**config.mk**
```make
export PLATFORM = sky130hd
export DESIGN_NAME = controllo_pila_flat
export DESIGN_NICKNAME = d
export VERILOG_FILES = /design/src/rtl/controllo_pila_if.sv /design/src/rtl/controllo_pila.sv /design/src/flat_wrapper.sv
export SDC_FILE = /design/constraint.sdc
export NUM_CORES = 1
export LEC_CHECK = 0
export ABC_AREA = 1
export BUFFER_PORTS_ARGS = -buffer_cell sky130_fd_sc_hd__buf_2
export CELL_PAD_IN_SITES_DETAIL_PLACEMENT = 1
export CELL_PAD_IN_SITES_GLOBAL_PLACEMENT = 1
export CORE_AREA = 4 4 119 121
export DETAILED_ROUTE_END_ITERATION = 16
export DIE_AREA = 0 0 123 125
export PLACE_DENSITY = 0.81
export SLEW_MARGIN = 0
export SYNTH_ARGS = -nofsm -noshare
export SYNTH_HDL_FRONTEND = slang
export SYNTH_SLANG_ARGS = --single-unit
```
**constraint.sdc**
```tcl
create_clock -name clock -period 3.3 [get_ports clock]
set_input_delay 0.33 -clock clock [delete_from_list [all_inputs] [get_ports clock]]
set_output_delay 0.33 -clock clock [all_outputs]
set_load 0.01 [all_outputs]
```
**src/rtl/controllo_pila_if.sv**
```systemverilog
`default_nettype none
// +--------------------------------------------------------------------+
// | Module   : controllo_pila_if                                       |
// | Desc     : operation-side handshake bundle of the stack controller |
// |            (request, operation, data, completion and status)       |
// | Revision : 1.0 - initial release                                   |
// +--------------------------------------------------------------------+
interface controllo_pila_if #(
  parameter int M        = 32,
  parameter int IND_SIZE = 10
);
  logic                req;
  logic [1:0]          op;
  logic [M-1:0]        din;
  logic                ack;
  logic                errore;
  logic [M-1:0]        dout;
  logic [M-1:0]        dout2;
  logic                occupato;
  logic                vuota;
  logic                piena;
  logic [IND_SIZE:0]   cont;

  // operation source
  modport master (
    output req, op, din,
    input  ack, errore, dout, dout2, occupato, vuota, piena, cont
  );

  // stack controller
  modport slave (
    input  req, op, din,
    output ack, errore, dout, dout2, occupato, vuota, piena, cont
  );
endinterface
`default_nettype wire

```
**src/rtl/controllo_pila.sv**
```systemverilog
`default_nettype none
// +--------------------------------------------------------------------+
// | Module   : controllo_pila                                          |
// | Desc     : sequencing controller for a dual-port stack memory:     |
// |            req/ack handshake, stack count, memory drive, delayed   |
// |            read sampling, overflow/underflow rejection.            |
// | Option   : define PILA_TOP2_EN to support TOP2 (op 11) and drive   |
// |            memory port 2; otherwise op 11 is always rejected.      |
// | Revision : 1.0 - initial release                                   |
// +--------------------------------------------------------------------+
module controllo_pila #(
  parameter int N        = 1024,
  parameter int M        = 32,
  parameter int IND_SIZE = $clog2(N),
  parameter int ATTESA   = 1
) (
  input  logic                clock,
  input  logic                reset,
  controllo_pila_if.slave     bus,
  output logic [IND_SIZE-1:0] mem_ind1,
  output logic [IND_SIZE-1:0] mem_ind2,
  output logic [M-1:0]        mem_in,
  output logic                mem_beta,
  input  logic [M-1:0]        mem_out1,
  input  logic [M-1:0]        mem_out2
);

  localparam int CW = (ATTESA > 0) ? $clog2(ATTESA + 1) : 1;
  localparam logic [IND_SIZE:0] PIENO = (IND_SIZE + 1)'(N);
  localparam logic [IND_SIZE:0] UNO   = (IND_SIZE + 1)'(1);
  localparam logic [IND_SIZE:0] DUE   = (IND_SIZE + 1)'(2);

  localparam logic [1:0] OP_PUSH = 2'b00;
  localparam logic [1:0] OP_POP  = 2'b01;
  localparam logic [1:0] OP_TOP  = 2'b10;
  localparam logic [1:0] OP_TOP2 = 2'b11;

  typedef enum logic [1:0] {
    RIPOSO    = 2'd0,
    ACCESSO   = 2'd1,
    ST_ATTESA = 2'd2,
    FINE      = 2'd3
  } stato_t;

  stato_t            stato, stato_next;
  logic [1:0]        op_q;
  logic [M-1:0]      din_q;
  logic              err_q;
  logic              err_new;
  logic [IND_SIZE:0] cont_q;
  logic [M-1:0]      dout_q;
  logic [CW-1:0]     cnt_q;
  logic              campiona;
  logic              scrivi;
  logic              attivo;
  logic [IND_SIZE-1:0] ind_m1;

  // Rejection decision for the operation currently presented at the input
  always_comb begin
    err_new = 1'b0;
    case (bus.op)
      OP_PUSH: err_new = (cont_q == PIENO);
      OP_POP:  err_new = (cont_q == '0);
      OP_TOP:  err_new = (cont_q == '0);
      default: begin
`ifdef PILA_TOP2_EN
        err_new = (cont_q < DUE);
`else
        err_new = 1'b1;
`endif
      end
    endcase
  end

  // State register
  always_ff @(posedge clock) begin
    if (reset) stato <= RIPOSO;
    else       stato <= stato_next;
  end

  // Next state plus the write and sample strobes
  always_comb begin
    stato_next = stato;
    campiona   = 1'b0;
    scrivi     = 1'b0;
    case (stato)
      RIPOSO: begin
        if (bus.req) stato_next = ACCESSO;
      end
      ACCESSO: begin
        if (op_q == OP_PUSH || err_q) begin
          scrivi     = (op_q == OP_PUSH) && !err_q;
          stato_next = FINE;
        end else if (ATTESA == 0) begin
          campiona   = 1'b1;
          stato_next = FINE;
        end else begin
          stato_next = ST_ATTESA;
        end
      end
      ST_ATTESA: begin
        // counter holds the cycles still to wait; the last one samples
        if (cnt_q <= CW'(1)) begin
          campiona   = 1'b1;
          stato_next = FINE;
        end
      end
      default: stato_next = RIPOSO;
    endcase
  end

  // Operation latch, wait counter, stack count and read-data registers
  always_ff @(posedge clock) begin
    if (reset) begin
      op_q   <= OP_PUSH;
      din_q  <= '0;
      err_q  <= 1'b0;
      cnt_q  <= '0;
      cont_q <= '0;
      dout_q <= '0;
    end else begin
      if (stato == RIPOSO && bus.req) begin
        op_q  <= bus.op;
        din_q <= bus.din;
        err_q <= err_new;
      end
      if (stato == ACCESSO)        cnt_q <= CW'(ATTESA);
      else if (stato == ST_ATTESA) cnt_q <= cnt_q - CW'(1);
      if (scrivi) cont_q <= cont_q + UNO;
      if (campiona) begin
        dout_q <= mem_out1;
        if (op_q == OP_POP) cont_q <= cont_q - UNO;
      end
    end
  end

  // Memory addressing is live only while a valid operation owns the memory
  assign attivo   = (stato == ACCESSO || stato == ST_ATTESA) && !err_q;
  assign ind_m1   = cont_q[IND_SIZE-1:0] - IND_SIZE'(1);
  assign mem_ind1 = !attivo ? '0 :
                    (op_q == OP_PUSH) ? cont_q[IND_SIZE-1:0] : ind_m1;
  assign mem_in   = (attivo && op_q == OP_PUSH) ? din_q : '0;
  assign mem_beta = scrivi;

`ifdef PILA_TOP2_EN
  logic [M-1:0] dout2_q;

  // Second-word register, loaded only by a completed TOP2
  always_ff @(posedge clock) begin
    if (reset)                           dout2_q <= '0;
    else if (campiona && op_q == OP_TOP2) dout2_q <= mem_out2;
  end

  assign mem_ind2  = (attivo && op_q == OP_TOP2) ?
                     cont_q[IND_SIZE-1:0] - IND_SIZE'(2) : '0;
  assign bus.dout2 = dout2_q;
`else
  logic unused_mem_out2;
  assign unused_mem_out2 = ^mem_out2;
  assign mem_ind2        = '0;
  assign bus.dout2       = '0;
`endif

  assign bus.ack      = (stato == FINE);
  assign bus.errore   = (stato == FINE) && err_q;
  assign bus.occupato = (stato != RIPOSO);
  assign bus.vuota    = (cont_q == '0);
  assign bus.piena    = (cont_q == PIENO);
  assign bus.cont     = cont_q;
  assign bus.dout     = dout_q;

endmodule
`default_nettype wire

```
**src/flat_wrapper.sv**
```systemverilog
// flat-port wrapper written by rule: the top's interface ports become plain ports
module controllo_pila_flat 
#(
  parameter int N        = 1024,
  parameter int M        = 32,
  parameter int IND_SIZE = $clog2(N),
  parameter int ATTESA   = 1
)
  (clock, reset, mem_ind1, mem_ind2, mem_in, mem_beta, mem_out1, mem_out2, bus_req, bus_op, bus_din, bus_ack, bus_errore, bus_dout, bus_dout2, bus_occupato, bus_vuota, bus_piena, bus_cont);
  controllo_pila_if #(.M(M), .IND_SIZE(IND_SIZE)) bus_i ();
  input  logic clock;
  input  logic reset;
  output logic [IND_SIZE-1:0] mem_ind1;
  output logic [IND_SIZE-1:0] mem_ind2;
  output logic [M-1:0] mem_in;
  output logic mem_beta;
  input  logic [M-1:0] mem_out1;
  input  logic [M-1:0] mem_out2;
  input wire logic [$bits(bus_i.req)-1:0] bus_req;
  input wire logic [$bits(bus_i.op)-1:0] bus_op;
  input wire logic [$bits(bus_i.din)-1:0] bus_din;
  output wire logic [$bits(bus_i.ack)-1:0] bus_ack;
  output wire logic [$bits(bus_i.errore)-1:0] bus_errore;
  output wire logic [$bits(bus_i.dout)-1:0] bus_dout;
  output wire logic [$bits(bus_i.dout2)-1:0] bus_dout2;
  output wire logic [$bits(bus_i.occupato)-1:0] bus_occupato;
  output wire logic [$bits(bus_i.vuota)-1:0] bus_vuota;
  output wire logic [$bits(bus_i.piena)-1:0] bus_piena;
  output wire logic [$bits(bus_i.cont)-1:0] bus_cont;
  assign bus_i.req = bus_req;
  assign bus_i.op = bus_op;
  assign bus_i.din = bus_din;
  assign bus_ack = bus_i.ack;
  assign bus_errore = bus_i.errore;
  assign bus_dout = bus_i.dout;
  assign bus_dout2 = bus_i.dout2;
  assign bus_occupato = bus_i.occupato;
  assign bus_vuota = bus_i.vuota;
  assign bus_piena = bus_i.piena;
  assign bus_cont = bus_i.cont;
  controllo_pila #(.N(N), .M(M), .IND_SIZE(IND_SIZE), .ATTESA(ATTESA)) u_core (.clock(clock), .reset(reset), .bus(bus_i), .mem_ind1(mem_ind1), .mem_ind2(mem_ind2), .mem_in(mem_in), .mem_beta(mem_beta), .mem_out1(mem_out1), .mem_out2(mem_out2));
endmodule
```
==> report_table.html, run 1 <==
<table>
<tr><th>Metric</th><th>Value</th></tr>
<tr><th colspan="2">Clock tree</th></tr>
<tr><td>Clock network latency to the later pin of the worst-skew pair</td><td>0.33 ns</td></tr>
<tr><td>Max Buffers Root-to-Sink</td><td>2</td></tr>
<tr><td># H-tree levels</td><td>3</td></tr>
<tr><td>Clock buffers created by TritonCTS</td><td>9</td></tr>
<tr><td>CTS hold repair buffers</td><td>0</td></tr>
<tr><td>Setup bufs post-CTS</td><td>0</td></tr>
<tr><td>Resized cells post-CTS</td><td>0</td></tr>
<tr><td>Clock net sink count</td><td>80</td></tr>
<tr><td>Clk pin slew, worst setup/hold paths</td><td>0.06 ns</td></tr>
<tr><td>CTS tree</td><td>yes</td></tr>
<tr><td>Clock Root Buffer</td><td>clkbuf_16</td></tr>
<tr><th colspan="2">GRT</th></tr>
<tr><td>First-pass GRT wire length</td><td>19400 um</td></tr>
<tr><td>Antenna violations before repair</td><td>2</td></tr>
<tr><td>Vias in the first global route</td><td>4033</td></tr>
<tr><td>Global Route met1 Usage</td><td>18.4%</td></tr>
<tr><td>Maximum number of pins on one net before global-route repair</td><td>43</td></tr>
<tr><td>Most crowded layer after global routing</td><td>met2</td></tr>
<tr><td>Global routing met2 resource utilization</td><td>25.6%</td></tr>
<tr><td>GRT met3 Usage</td><td>5.10%</td></tr>
<tr><td>Global route total overflow</td><td>0</td></tr>
<tr><td>Total routing resource utilization after global routing</td><td>15.5%</td></tr>
<tr><th colspan="2">Timing</th></tr>
<tr><td>Tightest slew margin relative to the limit</td><td>59.7%</td></tr>
<tr><td>Maximum frequency from static timing analysis</td><td>421 MHz</td></tr>
<tr><td>Slew of the pin with the lowest slew margin</td><td>0.602 ns</td></tr>
<tr><td>Setup TNS after final layout</td><td>0 ns</td></tr>
<tr><td>Final setup vio count</td><td>0</td></tr>
<tr><td>Final number of hold-violating endpoints</td><td>0</td></tr>
<tr><td>RSZ-0062 raised after global routing</td><td>no</td></tr>
<tr><td>Fraction of the cycle the final worst path needs</td><td>72.0%</td></tr>
<tr><td>Fin Clk Skew</td><td>0.00523 ns</td></tr>
<tr><td>Number of slew-limit violations in the final report</td><td>0</td></tr>
<tr><td>Time the final worst path needs with I/O delays and setup</td><td>2.37 ns</td></tr>
<tr><th colspan="2">Power and ir drop</th></tr>
<tr><td>Worst IR drop on VDD</td><td>374 uV</td></tr>
<tr><td>Power density of the placed cells</td><td>877 nW/um^2</td></tr>
<tr><td>Leakage power summed over all cells</td><td>2.66 nW</td></tr>
<tr><th colspan="2">Final layout</th></tr>
<tr><td>Share of post-route cells with drive strength above 1</td><td>26.9%</td></tr>
<tr><td>Area of all placed cells without fillers</td><td>5110 um^2</td></tr>
<tr><td>Growth of design area from synthesis to finish</td><td>28.5%</td></tr>
<tr><td>Net count reported at finish</td><td>833</td></tr>
<tr><th colspan="2">Yosys</th></tr>
<tr><td>Count of cell types in the netlist</td><td>29</td></tr>
<tr><td>Flip-flop and latch count after synthesis</td><td>80</td></tr>
<tr><td>Mean area per synthesized cell</td><td>6.94 um^2</td></tr>
<tr><td>Yosys warning count</td><td>0</td></tr>
<tr><td>Part of the Yosys area used for sequential elements</td><td>40.3%</td></tr>
<tr><td>Summed instance area of the synthesized netlist</td><td>3980 um^2</td></tr>
<tr><td>Synth Instances</td><td>573</td></tr>
<tr><th colspan="2">Floorplan</th></tr>
<tr><td>Die Ht</td><td>125 um</td></tr>
<tr><td>Width of the chip</td><td>123 um</td></tr>
<tr><td>Area of the core</td><td>13100 um^2</td></tr>
<tr><td>Initial Util</td><td>30.4%</td></tr>
<tr><td>Number of core rows</td><td>42</td></tr>
<tr><td>Full die area</td><td>15400 um^2</td></tr>
<tr><td># IOs</td><td>234</td></tr>
<tr><th colspan="2">Min path</th></tr>
<tr><td>Worst Hold Depth</td><td>3</td></tr>
<tr><td>Hold Path Class</td><td>input pin to flop</td></tr>
<tr><th colspan="2">Route</th></tr>
<tr><td>Number of nets still failing antenna checks after routing</td><td>0</td></tr>
<tr><td>Total iterations of the first detailed-routing run</td><td>4</td></tr>
<tr><td>Final wirelength</td><td>12200 um</td></tr>
<tr><td>Number of vias after detailed routing</td><td>4033</td></tr>
<tr><td>Drt initial violations</td><td>151</td></tr>
<tr><td>Routed length per instance</td><td>13.5 um</td></tr>
<tr><td>Final routed DRC violation total</td><td>0</td></tr>
<tr><td>Vias per cell</td><td>4.45</td></tr>
<tr><th colspan="2">Place</th></tr>
<tr><td>DP HPWL</td><td>8980 um</td></tr>
<tr><td>Placed Area</td><td>4790 um^2</td></tr>
<tr><td>Global placement routability congestion</td><td>0.795</td></tr>
<tr><td>Number of input and output port buffers inserted</td><td>159</td></tr>
<tr><th colspan="2">Setup path</th></tr>
<tr><td>Worst endpoint data arrival time</td><td>2.04 ns</td></tr>
<tr><td>Required time worst endpoint</td><td>2.97 ns</td></tr>
<tr><td>Category of the critical setup timing path</td><td>flop to output pin</td></tr>
<tr><td>Kind of capture point of the worst setup path</td><td>output pin</td></tr>
<tr><td>R2R cell count</td><td>8</td></tr>
<tr><td>Critical-path maximum fanout</td><td>42</td></tr>
<tr><td>Category of the worst setup path launch point</td><td>flop</td></tr>
<tr><th colspan="2">Run</th></tr>
<tr><td>Max-capacitance violation count</td><td>0</td></tr>
<tr><th colspan="2">Outcome</th></tr>
<tr><td>Outcome</td><td>finished, final reports clean</td></tr>
</table>
[stage by stage]
stage / worst slack [ns] / cells / hold WS (ns) / util, % / power (mW)
finish: 0.925 / 906 / 0.214 / 39.1 / 4.48
global route: 0.765 / 905 / 0.212 / 39.1 / 4.86
CTS: 0.867 / 904 / 0.202 / 39.0 / 4.56
detailed placement: 1.27 / 888 / 0.444 / 36.6 / 3.44
global placement: 1.30 / 888 / 0.440 / 36.6 / 3.40
floorplan: 1.55 / 614 / 0.399 / - / 2.74
[per-layer routing]
metal  wire, um  share of wire, %
met1       5250                43
met2       5670                46
met3       1040               8.5
met4        249               2.0
met5          7             0.057
[cell type report]
| class | count | area [um^2] |
|---|---|---|
| fillers | 1781 | 7970 |
| repair buffers | 167 | 856 |
| inverters | 68 | 255 |
| diodes | 2 | 5.00 |
| multi-input cells | 397 | 1850 |
| clock inverters | 7 | 95.1 |
| clock buffers | 9 | 225 |
| well taps | 176 | 220 |
| flip-flops and latches | 80 | 1600 |
[final timing paths]
path,startpoint,endpoint,slack (ns)
min,mem_out1[28],u_core.bus.dout[28]$_SDFFE_PP0P_,0.21
min reg2reg,u_core.din_q[27]$_SDFFE_PP0P_,u_core.din_q[27]$_SDFFE_PP0P_,0.45
max reg2reg,u_core.stato[0]$_SDFFE_PP0P_,u_core.bus.cont[8]$_SDFF_PP0_,1.26
max,u_core.stato[0]$_SDFFE_PP0P_,mem_ind1[8],0.93
[registers in the layout (all words and copies together) (netlist names)]
register and cells:
u_core.op_q 2, u_core.bus.dout 32, u_core.stato 2, u_core.err_q 1, u_core.bus.cont 11, u_core.din_q 32
[cells in the final DEF (no fill, tap or decap), types with 5 or more instances in the layout]
cell type | synthesis | layout
nor2_2 | 5 | 5
a21oi_1 | 42 | 42
inv_1 | 66 | 65
dfxtp_1 | 80 | 80
nor2_1 | 120 | 120
nand2_1 | 55 | 54
buf_2 | 4 | 159
ha_1 | 9 | 9
o21ai_0 | 77 | 77
buf_4 | 42 | 8
clkbuf_16 | 0 | 9
conb_1 | 1 | 42
nand3_1 | 20 | 20
[synthesized netlist by cell type]
| library cell | instances | area share (%) |
|---|---|---|
| a211oi_1 | 1 | 0.19 |
| a21oi_1 | 42 | 5.3 |
| a31oi_1 | 1 | 0.16 |
| buf_1 | 1 | 0.094 |
| buf_2 | 4 | 0.50 |
| buf_4 | 42 | 7.9 |
| clkbuf_1 | 21 | 2.0 |
| clkbuf_2 | 1 | 0.13 |
| conb_1 | 1 | 0.094 |
| dfxtp_1 | 80 | 40 |
| ha_1 | 9 | 2.8 |
| inv_1 | 66 | 6.2 |
| inv_2 | 2 | 0.19 |
| nand2_1 | 55 | 5.2 |
| nand2_2 | 1 | 0.16 |
| nand3_1 | 20 | 2.5 |
| nand3_4 | 1 | 0.44 |
| nand4_1 | 3 | 0.47 |
| nor2_1 | 120 | 11 |
| nor2_2 | 5 | 0.79 |
| nor2_4 | 2 | 0.57 |
| nor3_1 | 3 | 0.38 |
| o211ai_1 | 1 | 0.19 |
| o21ai_0 | 77 | 9.7 |
| o21ai_1 | 4 | 0.50 |
| o22ai_1 | 4 | 0.63 |
| o31ai_1 | 1 | 0.19 |
| xnor2_1 | 1 | 0.22 |
| xor2_1 | 4 | 0.88 |
[cell families (layout without fill, tap and decap cells)]
group                      Yosys count  after routing  synth area share (%)
xor gates and xnor gates             5              5                  1.10
and+or+nand+nor                    210            210                  21.8
buffers and inverters              137            251                  17.0
adders and majority gates            9              9                  2.83
other                                1             44                0.0943
AOI/OAI and AO/OA                  131            131                  16.8
DFF                                 80             80                  40.3
[where the power goes]
group          total, mW  internal [mW]  switching [mW]
clock network       1.08          0.664           0.416
registers           1.44           1.28           0.162
logic               1.96          0.670            1.29
total               4.48           2.62            1.87
[worst max-delay path, cell delays in order, from the launching register on]
cell and delay [ns]:
dfxtp_1 0.42, inv_1 0.09, ha_1 0.33, nand3_1 0.10, buf_4 0.42, o22ai_1 0.18, buf_2 0.17
Power figures use the tool's default switching activity.
==> inputs of run 2 (changes only) <==
--- a/config.mk
+++ b/config.mk
@@ -9,10 +9,10 @@
 export BUFFER_PORTS_ARGS = -buffer_cell sky130_fd_sc_hd__buf_2
 export CELL_PAD_IN_SITES_DETAIL_PLACEMENT = 1
 export CELL_PAD_IN_SITES_GLOBAL_PLACEMENT = 1
-export CORE_AREA = 4 4 119 121
+export CORE_AREA = 4 4 123 125
 export DETAILED_ROUTE_END_ITERATION = 16
-export DIE_AREA = 0 0 123 125
-export PLACE_DENSITY = 0.81
+export DIE_AREA = 0 0 127 129
+export PLACE_DENSITY = 0.77
 export SLEW_MARGIN = 0
 export SYNTH_ARGS = -nofsm -noshare
 export SYNTH_HDL_FRONTEND = slang
==> constraint.sdc (replaced) <==
create_clock -name clock -period 2.2 [get_ports clock]
set_input_delay 0.22 -clock clock [delete_from_list [all_inputs] [get_ports clock]]
set_output_delay 0.22 -clock clock [all_outputs]
set_load 0.01 [all_outputs]
==> run 2 against run 1 <==
Against the previous run: sequential cell count unchanged; worst hold slack got worse by 0.11 ns; clock skew is 0.00076 ns lower; via count is 0.52% higher; non-clock buffer count rose by 5; design area is 1.2% higher; highest routed layer unchanged; first-iteration DRC count increased by 21%; clock power up 41%; final cell count up 0.77%; setup slack got worse by 0.78 ns; critical path depth up 2.
==> report_table.html, run 2 (synthesis gave the netlist of run 1 again) <==
<table>
<tr><th>Metric</th><th>Value</th></tr>
<tr><th colspan="2">Outcome</th></tr>
<tr><td>Outcome</td><td>finished, final reports clean</td></tr>
<tr><th colspan="2">Setup path</th></tr>
<tr><td>Cell breakdown of the critical path</td><td>inv_1, ha_2, nand3_4, nor3_2, xor2_1, nand2_1, o21ai_0, buf_2</td></tr>
<tr><td>Required time worst endpoint</td><td>1.98 ns (-0.99 ns)</td></tr>
<tr><td>Buffers plus inverters on the worst setup path</td><td>2 (-1)</td></tr>
<tr><td>Category of the worst setup path launch point</td><td>flop</td></tr>
<tr><td>Critical-path maximum fanout</td><td>6 (-86%)</td></tr>
<tr><td>Category of the critical setup timing path</td><td>flop to output pin</td></tr>
<tr><td>Highest-delay cell along the critical path</td><td>dfxtp_1</td></tr>
<tr><td>Kind of capture point of the worst setup path</td><td>output pin</td></tr>
<tr><td>Largest incremental delay on the critical path</td><td>0.38 ns (-0.04 ns)</td></tr>
<tr><td>Worst endpoint data arrival time</td><td>1.84 ns (-0.20 ns)</td></tr>
<tr><td>Worst path top cell family by delay</td><td>flip-flops</td></tr>
<tr><th colspan="2">Route</th></tr>
<tr><td>Drt initial violations</td><td>182 (+21%)</td></tr>
<tr><td>Routed length per instance</td><td>13.6 um (+0.94%)</td></tr>
<tr><td>Number of vias after detailed routing</td><td>4054 (+0.52%)</td></tr>
<tr><td>Number of nets still failing antenna checks after routing</td><td>0 (unchanged)</td></tr>
<tr><td>Vias per cell</td><td>4.44 (-0.25%)</td></tr>
<tr><td>Total iterations of the first detailed-routing run</td><td>4 (unchanged)</td></tr>
<tr><td>Final routed DRC violation total</td><td>0 (unchanged)</td></tr>
<tr><td>Final wirelength</td><td>12400 um (+1.7%)</td></tr>
<tr><th colspan="2">Place</th></tr>
<tr><td>Placed Area</td><td>4810 um^2 (+0.58%)</td></tr>
<tr><td>Pre-CTS setup slack</td><td>0.0438 ns (-1.23 ns)</td></tr>
<tr><td>DP HPWL</td><td>9090 um (+1.2%)</td></tr>
<tr><td>Number of input and output port buffers inserted</td><td>159 (unchanged)</td></tr>
<tr><td>Global placement routability congestion</td><td>0.773 (-2.7%)</td></tr>
<tr><th colspan="2">Final layout</th></tr>
<tr><td>Number of fill cells in the layout</td><td>1848 (+3.8%)</td></tr>
<tr><td>Most common cell after layout, fill and taps aside</td><td>buf_2</td></tr>
<tr><td>Area of all placed cells without fillers</td><td>5170 um^2 (+1.2%)</td></tr>
<tr><td>Most frequent cells in the layout</td><td>159 x buf_2, 118 x nor2_1, 77 x o21ai_0, 77 x dfxtp_1, 65 x inv_1</td></tr>
<tr><td>Growth of design area from synthesis to finish</td><td>30.1%</td></tr>
<tr><td>Share of post-route cells with drive strength above 1</td><td>28.4% (+1.5 points)</td></tr>
<tr><td>Ant diodes</td><td>0 (-2)</td></tr>
<tr><td>Net count reported at finish</td><td>838 (+0.60%)</td></tr>
<tr><td>Fraction of the core area covered by cells at the end of the flow</td><td>37.3% (-1.8 points)</td></tr>
<tr><th colspan="2">Power and ir drop</th></tr>
<tr><td>Leakage power summed over all cells</td><td>2.69 nW (+0.83%)</td></tr>
<tr><td>Worst IR drop on VDD</td><td>637 uV (+70%)</td></tr>
<tr><td>Power density of the placed cells</td><td>1310 nW/um^2 (+50%)</td></tr>
<tr><th colspan="2">Floorplan</th></tr>
<tr><td>Die Ht</td><td>129 um (+3.2%)</td></tr>
<tr><td>Initial Util</td><td>28.7% (-1.7 points)</td></tr>
<tr><td># IOs</td><td>234 (unchanged)</td></tr>
<tr><td>Number of core rows</td><td>43 (+2.4%)</td></tr>
<tr><td>Area of the core</td><td>13900 um^2 (+6.1%)</td></tr>
<tr><td>Full die area</td><td>16400 um^2 (+6.6%)</td></tr>
<tr><td>Width of the chip</td><td>127 um (+3.3%)</td></tr>
<tr><th colspan="2">Clock tree</th></tr>
<tr><td>Clock Root Buffer</td><td>clkbuf_16</td></tr>
<tr><td>CTS tree</td><td>yes</td></tr>
<tr><td>CTS hold repair buffers</td><td>0 (unchanged)</td></tr>
<tr><td>Clock network latency to the later pin of the worst-skew pair</td><td>0.34 ns (about the same)</td></tr>
<tr><td># H-tree levels</td><td>3 (unchanged)</td></tr>
<tr><td>Clk pin slew, worst setup/hold paths</td><td>0.06 ns (about the same)</td></tr>
<tr><td>Max Buffers Root-to-Sink</td><td>2 (unchanged)</td></tr>
<tr><td>Clock buffers created by TritonCTS</td><td>9 (unchanged)</td></tr>
<tr><td>Clock net sink count</td><td>80 (unchanged)</td></tr>
<tr><th colspan="2">GRT</th></tr>
<tr><td>Maximum number of pins on one net before global-route repair</td><td>47 (+9.3%)</td></tr>
<tr><td>Global route total overflow</td><td>0 (unchanged)</td></tr>
<tr><td>Antenna violations before repair</td><td>2 (unchanged)</td></tr>
<tr><td>Vias in the first global route</td><td>4100 (+1.7%)</td></tr>
<tr><td>Total routing resource utilization after global routing</td><td>15.0% (-0.50 points)</td></tr>
<tr><td>First-pass GRT wire length</td><td>19900 um (+2.8%)</td></tr>
<tr><th colspan="2">Run</th></tr>
<tr><td>Max-capacitance violation count</td><td>0 (unchanged)</td></tr>
<tr><th colspan="2">Timing</th></tr>
<tr><td>Post-route setup slack</td><td>0.144 ns (-0.781 ns)</td></tr>
<tr><td>Number of slew-limit violations in the final report</td><td>0 (unchanged)</td></tr>
<tr><td>Fin Clk Skew</td><td>0.00447 ns (-0.000764 ns)</td></tr>
<tr><td>Final number of hold-violating endpoints</td><td>0 (unchanged)</td></tr>
<tr><td>Fraction of the cycle the final worst path needs</td><td>93.5%</td></tr>
<tr><td>Maximum frequency from static timing analysis</td><td>486 MHz</td></tr>
<tr><td>Time the final worst path needs with I/O delays and setup</td><td>2.06 ns</td></tr>
<tr><td>Final setup vio count</td><td>0 (unchanged)</td></tr>
<tr><th colspan="2">Min path</th></tr>
<tr><td>Hold Path Class</td><td>input pin to flop</td></tr>
</table>
run 2: changes by cell type in the layout (fill, tap and decap cells not counted), sizes merged:
cell / before / now
buf: 167 / 172
clkbuf: 9 / 13
diode: 2 / 0
bufinv: 2 / 1
clkinv: 3 / 2
clkinvlp: 1 / 0
inv: 69 / 68
run 2: routing by layer:
layer  share of wire, %  track usage (%)  vias to the layer above
li1                   -                -                     2038
met1                 41             17.6                     1872
met2                 48             24.8                      124
met3                9.6             7.47                       16
met4               0.81             3.22                        4
met5               0.22                0                        -
run 2: final cells by class:
| class | instances | area, um^2 | share of cell area, % |
|---|---|---|---|
| repair buffers | 172 | 893 | 17.3 |
| clock buffers | 13 | 260 | 5.03 |
| inverters | 68 | 258 | 4.98 |
| multi-input cells | 397 | 1890 | 36.6 |
| flip-flops and latches | 80 | 1610 | 31.0 |
| clock inverters | 3 | 40.0 | 0.774 |
| well taps | 180 | 225 | 4.35 |
run 2: tightest hold or removal path, stage by stage:
cell and delay [ns]:
buf_2 0.08, nor2_1 0.03, nor2_1 0.08
run 2: per-stage QoR:
stage	total power, mW	hold WS (ns)	cells	setup TNS, ns
after floorplan	4.11	0.289	614	0
after global placement	5.14	0.442	895	0
after detailed placement	5.19	0.447	895	0
after CTS	6.86	0.0911	912	0
after global routing	7.43	0.0999	913	-0.0164
final	6.80	0.105	913	0
run 2: timing repair:
item / CTS / global route
setup buffers: 1 / 1
cloned: 0 / 0
setup endpoints to repair: 42 / 34
gates resized for setup: 5 / 6
run 2: worst paths after layout:
| check | startpoint | to | slack (ns) | cells past startpoint |
|---|---|---|---|---|
| setup / recovery | u_core.bus.cont[1]$_SDFF_PP0_ | mem_ind1[6] | 0.14 | 8 |
| hold reg to reg | u_core.din_q[16]$_SDFFE_PP0P_ | u_core.din_q[16]$_SDFFE_PP0P_ | 0.45 | 2 |
| setup reg to reg | u_core.stato[1]$_SDFFE_PP0P_ | u_core.bus.cont[7]$_SDFF_PP0_ | 0.36 | 11 |
| hold / removal | mem_out1[15] | u_core.bus.dout[15]$_SDFFE_PP0P_ | 0.11 | 3 |
run 2: where the power goes:
group,internal (mW),switching [mW]
registers,1.93,0.244
clock network,0.938,0.582
logic,1.13,1.98
total,4.00,2.80
==> inputs of run 3 (changes only) <==
--- a/config.mk
+++ b/config.mk
@@ -13,6 +13,8 @@
 export DETAILED_ROUTE_END_ITERATION = 16
 export DIE_AREA = 0 0 127 129
 export PLACE_DENSITY = 0.77
+export RECOVER_POWER = 100
+export SETUP_SLACK_MARGIN = 0.4
 export SLEW_MARGIN = 0
 export SYNTH_ARGS = -nofsm -noshare
 export SYNTH_HDL_FRONTEND = slang
==> run 3 against run 2 <==
Against the previous run: non-clock buffer count is 26 higher; total power increased by 19%; global-route usage up 0.91 points; clock power is essentially flat; critical path type unchanged; worst hold slack worse by 0.0028 ns; design area rose by 10%; utilization is 3.8 points higher; clock skew is essentially flat; register-to-register slack worse by 0.06 ns; routed wire length grew 13%; critical path depth down 1.
==> report_table.html, run 3 (synthesis gave the netlist of run 1 again) <==
<table>
<tr><th>Metric</th><th>Value</th></tr>
<tr><th colspan="2">Power and ir drop</th></tr>
<tr><td>Internal portion of total power</td><td>4.71 mW (+18%)</td></tr>
<tr><td>Leakage power summed over all cells</td><td>2.63 nW (-2.1%)</td></tr>
<tr><td>Power density of the placed cells</td><td>1420 nW/um^2 (+8.3%)</td></tr>
<tr><td>Net Sw Power</td><td>3.41 mW (+22%)</td></tr>
<tr><td>Proportion of power drawn by the clock network</td><td>18.9% (-3.5 points)</td></tr>
<tr><td>Worst IR drop on VDD</td><td>657 uV (+3.1%)</td></tr>
<tr><td>Combinational group share of total power</td><td>54.3% (+8.6 points)</td></tr>
<tr><td>Switching share of power</td><td>41.9% (+0.74 points)</td></tr>
<tr><td>Portion of total power attributed to sequential cells</td><td>26.8% (-5.1 points)</td></tr>
<tr><td>Final total power</td><td>8.12 mW (+19%)</td></tr>
<tr><th colspan="2">Final layout</th></tr>
<tr><td>Ant diodes</td><td>0 (unchanged)</td></tr>
<tr><td>Net count reported at finish</td><td>864 (+3.1%)</td></tr>
<tr><td>Register Area</td><td>1610 um^2 (unchanged)</td></tr>
<tr><td>Most common cell after layout, fill and taps aside</td><td>nor2_1</td></tr>
<tr><td>Most frequent cells in the layout</td><td>101 x nor2_1, 86 x buf_2, 79 x dfxtp_1, 70 x o21ai_0, 65 x clkbuf_1</td></tr>
<tr><td>Growth of design area from synthesis to finish</td><td>43.5%</td></tr>
<tr><td>Share of post-route cells with drive strength above 1</td><td>26.1% (-2.3 points)</td></tr>
<tr><td>Area taken by multi-input logic gates</td><td>2120 um^2 (+12%)</td></tr>
<tr><td>Number of fill cells in the layout</td><td>1823 (-1.4%)</td></tr>
<tr><th colspan="2">Floorplan</th></tr>
<tr><td>Die Ht</td><td>129 um (unchanged)</td></tr>
<tr><td>Initial Util</td><td>28.7% (unchanged)</td></tr>
<tr><td>Width of the chip</td><td>127 um (unchanged)</td></tr>
<tr><td>Full die area</td><td>16400 um^2 (unchanged)</td></tr>
<tr><td># IOs</td><td>234 (unchanged)</td></tr>
<tr><td>Number of core rows</td><td>43 (unchanged)</td></tr>
<tr><td>Area of the core</td><td>13900 um^2 (unchanged)</td></tr>
<tr><th colspan="2">Setup path</th></tr>
<tr><td>Worst endpoint data arrival time</td><td>1.81 ns (-0.03 ns)</td></tr>
<tr><td>Kind of capture point of the worst setup path</td><td>output pin</td></tr>
<tr><td>Critical-path maximum fanout</td><td>5 (-1)</td></tr>
<tr><td>Required time worst endpoint</td><td>1.98 ns (about the same)</td></tr>
<tr><td>Top cell by count, worst path</td><td>buf_12</td></tr>
<tr><td>Category of the worst setup path launch point</td><td>flop</td></tr>
<tr><td>R2R cell count</td><td>11 (unchanged)</td></tr>
<tr><td>Largest incremental delay on the critical path</td><td>0.40 ns (+0.02 ns)</td></tr>
<tr><td>Highest-delay cell along the critical path</td><td>dfxtp_1</td></tr>
<tr><td>Cell breakdown of the critical path</td><td>inv_4, ha_4, nand3_4, buf_12, buf_12, nor2_4, clkbuf_1</td></tr>
<tr><td>Category of the critical setup timing path</td><td>flop to output pin</td></tr>
<tr><th colspan="2">Route</th></tr>
<tr><td>Number of vias after detailed routing</td><td>4261 (+5.1%)</td></tr>
<tr><td>Drt initial violations</td><td>164 (-9.9%)</td></tr>
<tr><td>Number of nets still failing antenna checks after routing</td><td>0 (unchanged)</td></tr>
<tr><td>Total iterations of the first detailed-routing run</td><td>4 (unchanged)</td></tr>
<tr><td>Final wirelength</td><td>14000 um (+13%)</td></tr>
<tr><td>Vias per cell</td><td>4.54 (+2.2%)</td></tr>
<tr><td>Final routed DRC violation total</td><td>0 (unchanged)</td></tr>
<tr><td>Routed length per instance</td><td>14.9 um (+9.8%)</td></tr>
<tr><th colspan="2">Timing</th></tr>
<tr><td>Final number of hold-violating endpoints</td><td>0 (unchanged)</td></tr>
<tr><td>RSZ-0062 raised after global routing</td><td>yes</td></tr>
<tr><td>Post-route setup slack</td><td>0.170 ns (+0.0257 ns)</td></tr>
<tr><td>Fraction of the cycle the final worst path needs</td><td>92.3% (-1.2 points)</td></tr>
<tr><td>Time the final worst path needs with I/O delays and setup</td><td>2.03 ns (-0.0257 ns)</td></tr>
<tr><td>Number of slew-limit violations in the final report</td><td>0 (unchanged)</td></tr>
<tr><td>Slew of the pin with the lowest slew margin</td><td>0.644 ns</td></tr>
<tr><td>Tightest slew margin relative to the limit</td><td>57.0%</td></tr>
<tr><td>Final setup vio count</td><td>0 (unchanged)</td></tr>
<tr><td>Setup TNS after final layout</td><td>0 ns (unchanged)</td></tr>
<tr><td>Maximum frequency from static timing analysis</td><td>492 MHz (+1.3%)</td></tr>
<tr><td>Fin Clk Skew</td><td>0.00449 ns (+0.0000265 ns)</td></tr>
<tr><th colspan="2">Clock tree</th></tr>
<tr><td>Max Buffers Root-to-Sink</td><td>2 (unchanged)</td></tr>
<tr><td>Clock network latency to the later pin of the worst-skew pair</td><td>0.34 ns (about the same)</td></tr>
<tr><td>Clock Root Buffer</td><td>clkbuf_16</td></tr>
<tr><td>Clock buffers created by TritonCTS</td><td>9 (unchanged)</td></tr>
<tr><td>Clk pin slew, worst setup/hold paths</td><td>0.06 ns (about the same)</td></tr>
<tr><td>CTS tree</td><td>yes</td></tr>
<tr><td>Clock net sink count</td><td>80 (unchanged)</td></tr>
<tr><td># H-tree levels</td><td>3 (unchanged)</td></tr>
<tr><th colspan="2">Place</th></tr>
<tr><td>Global placement routability congestion</td><td>0.773 (unchanged)</td></tr>
<tr><td>DP HPWL</td><td>9090 um (unchanged)</td></tr>
<tr><td>Number of input and output port buffers inserted</td><td>159 (unchanged)</td></tr>
<tr><td>Pre-CTS setup slack</td><td>0.0438 ns (unchanged)</td></tr>
<tr><th colspan="2">GRT</th></tr>
<tr><td>Antenna violations before repair</td><td>2 (unchanged)</td></tr>
<tr><td>Maximum number of pins on one net before global-route repair</td><td>47 (unchanged)</td></tr>
<tr><td>Vias in the first global route</td><td>4266 (+4.0%)</td></tr>
<tr><td>First-pass GRT wire length</td><td>21100 um (+5.9%)</td></tr>
<tr><td>Global route total overflow</td><td>0 (unchanged)</td></tr>
<tr><td>Total routing resource utilization after global routing</td><td>15.9% (+0.91 points)</td></tr>
<tr><th colspan="2">Min path</th></tr>
<tr><td>Hold Path Class</td><td>input pin to flop</td></tr>
<tr><td>Worst Hold Depth</td><td>3 (unchanged)</td></tr>
<tr><th colspan="2">Outcome</th></tr>
<tr><td>Outcome</td><td>finished, final reports clean</td></tr>
<tr><th colspan="2">Run</th></tr>
<tr><td>Max-capacitance violation count</td><td>0 (unchanged)</td></tr>
</table>
[run 3: power by group through the flow]
stage | sequential (mW) | clock (mW) | combinational (mW)
after floorplan | 2.28 | 0 | 1.83
after global routing | 2.24 | 1.66 | 4.84
after CTS | 2.17 | 1.59 | 3.81
after detailed placement | 2.19 | 0 | 3.00
final | 2.18 | 1.53 | 4.41
after global placement | 2.17 | 0 | 2.97
[run 3: final cells by class]
class	count	area share (%)
sequential	80	28.1
clock buffer	13	4.56
timing repair buffer	198	21.0
clock inverter	3	0.701
tap	180	3.95
multi-input combinational	397	37.1
inverter	68	4.60
[run 3: routing by layer]
layer | GRT usage, % | part of all wire, % | wire [um] | vias up
met4 | 2.97 | 1.5 | 214 | 4
met2 | 27.5 | 50 | 7010 | 144
met5 | 0 | 0.19 | 27 | -
li1 | - | - | - | 2094
met1 | 18.2 | 40 | 5550 | 1992
met3 | 7.47 | 8.8 | 1230 | 27
[run 3: critical path: cells and delay by family, from the launching register on]
| family | cells | cell delay (ns) |
|---|---|---|
| buf+inv | 4 | 0.55 |
| flops | 1 | 0.40 |
| fa+ha+maj | 1 | 0.29 |
| simple gates | 2 | 0.21 |
[run 3: timing repair]
action,4_1_cts,5_1_grt
setup buffers,14,11
hold buffers,0,0
pin swaps,5,7
cloned,2,1
endpoints found under the hold margin,0,0
gates resized for setup,44,82
endpoints found under the setup margin,44,53
[run 3: worst paths after layout]
kind,start,slack [ns],endpoint
setup / recovery,u_core.stato[0]$_SDFFE_PP0P_,0.17,mem_in[29]
hold / removal,mem_out1[15],0.10,u_core.bus.dout[15]$_SDFFE_PP0P_
setup reg to reg,u_core.stato[0]$_SDFFE_PP0P_,0.30,u_core.bus.cont[5]$_SDFF_PP0_
hold reg to reg,u_core.din_q[22]$_SDFFE_PP0P_,0.45,u_core.din_q[22]$_SDFFE_PP0P_
[run 3: through the flow]
stage          util (%)  instance area (um^2)  hold WS (ns)  cells
2_1_floorplan         -                  4130         0.289    614
4_1_cts            39.2                  5440        0.0911    927
6_report           41.1                  5710         0.102    939
3_3_place_gp       34.7                  4810         0.442    895
3_5_place_dp       34.7                  4810         0.447    895
5_1_grt            41.1                  5710        0.0998    939
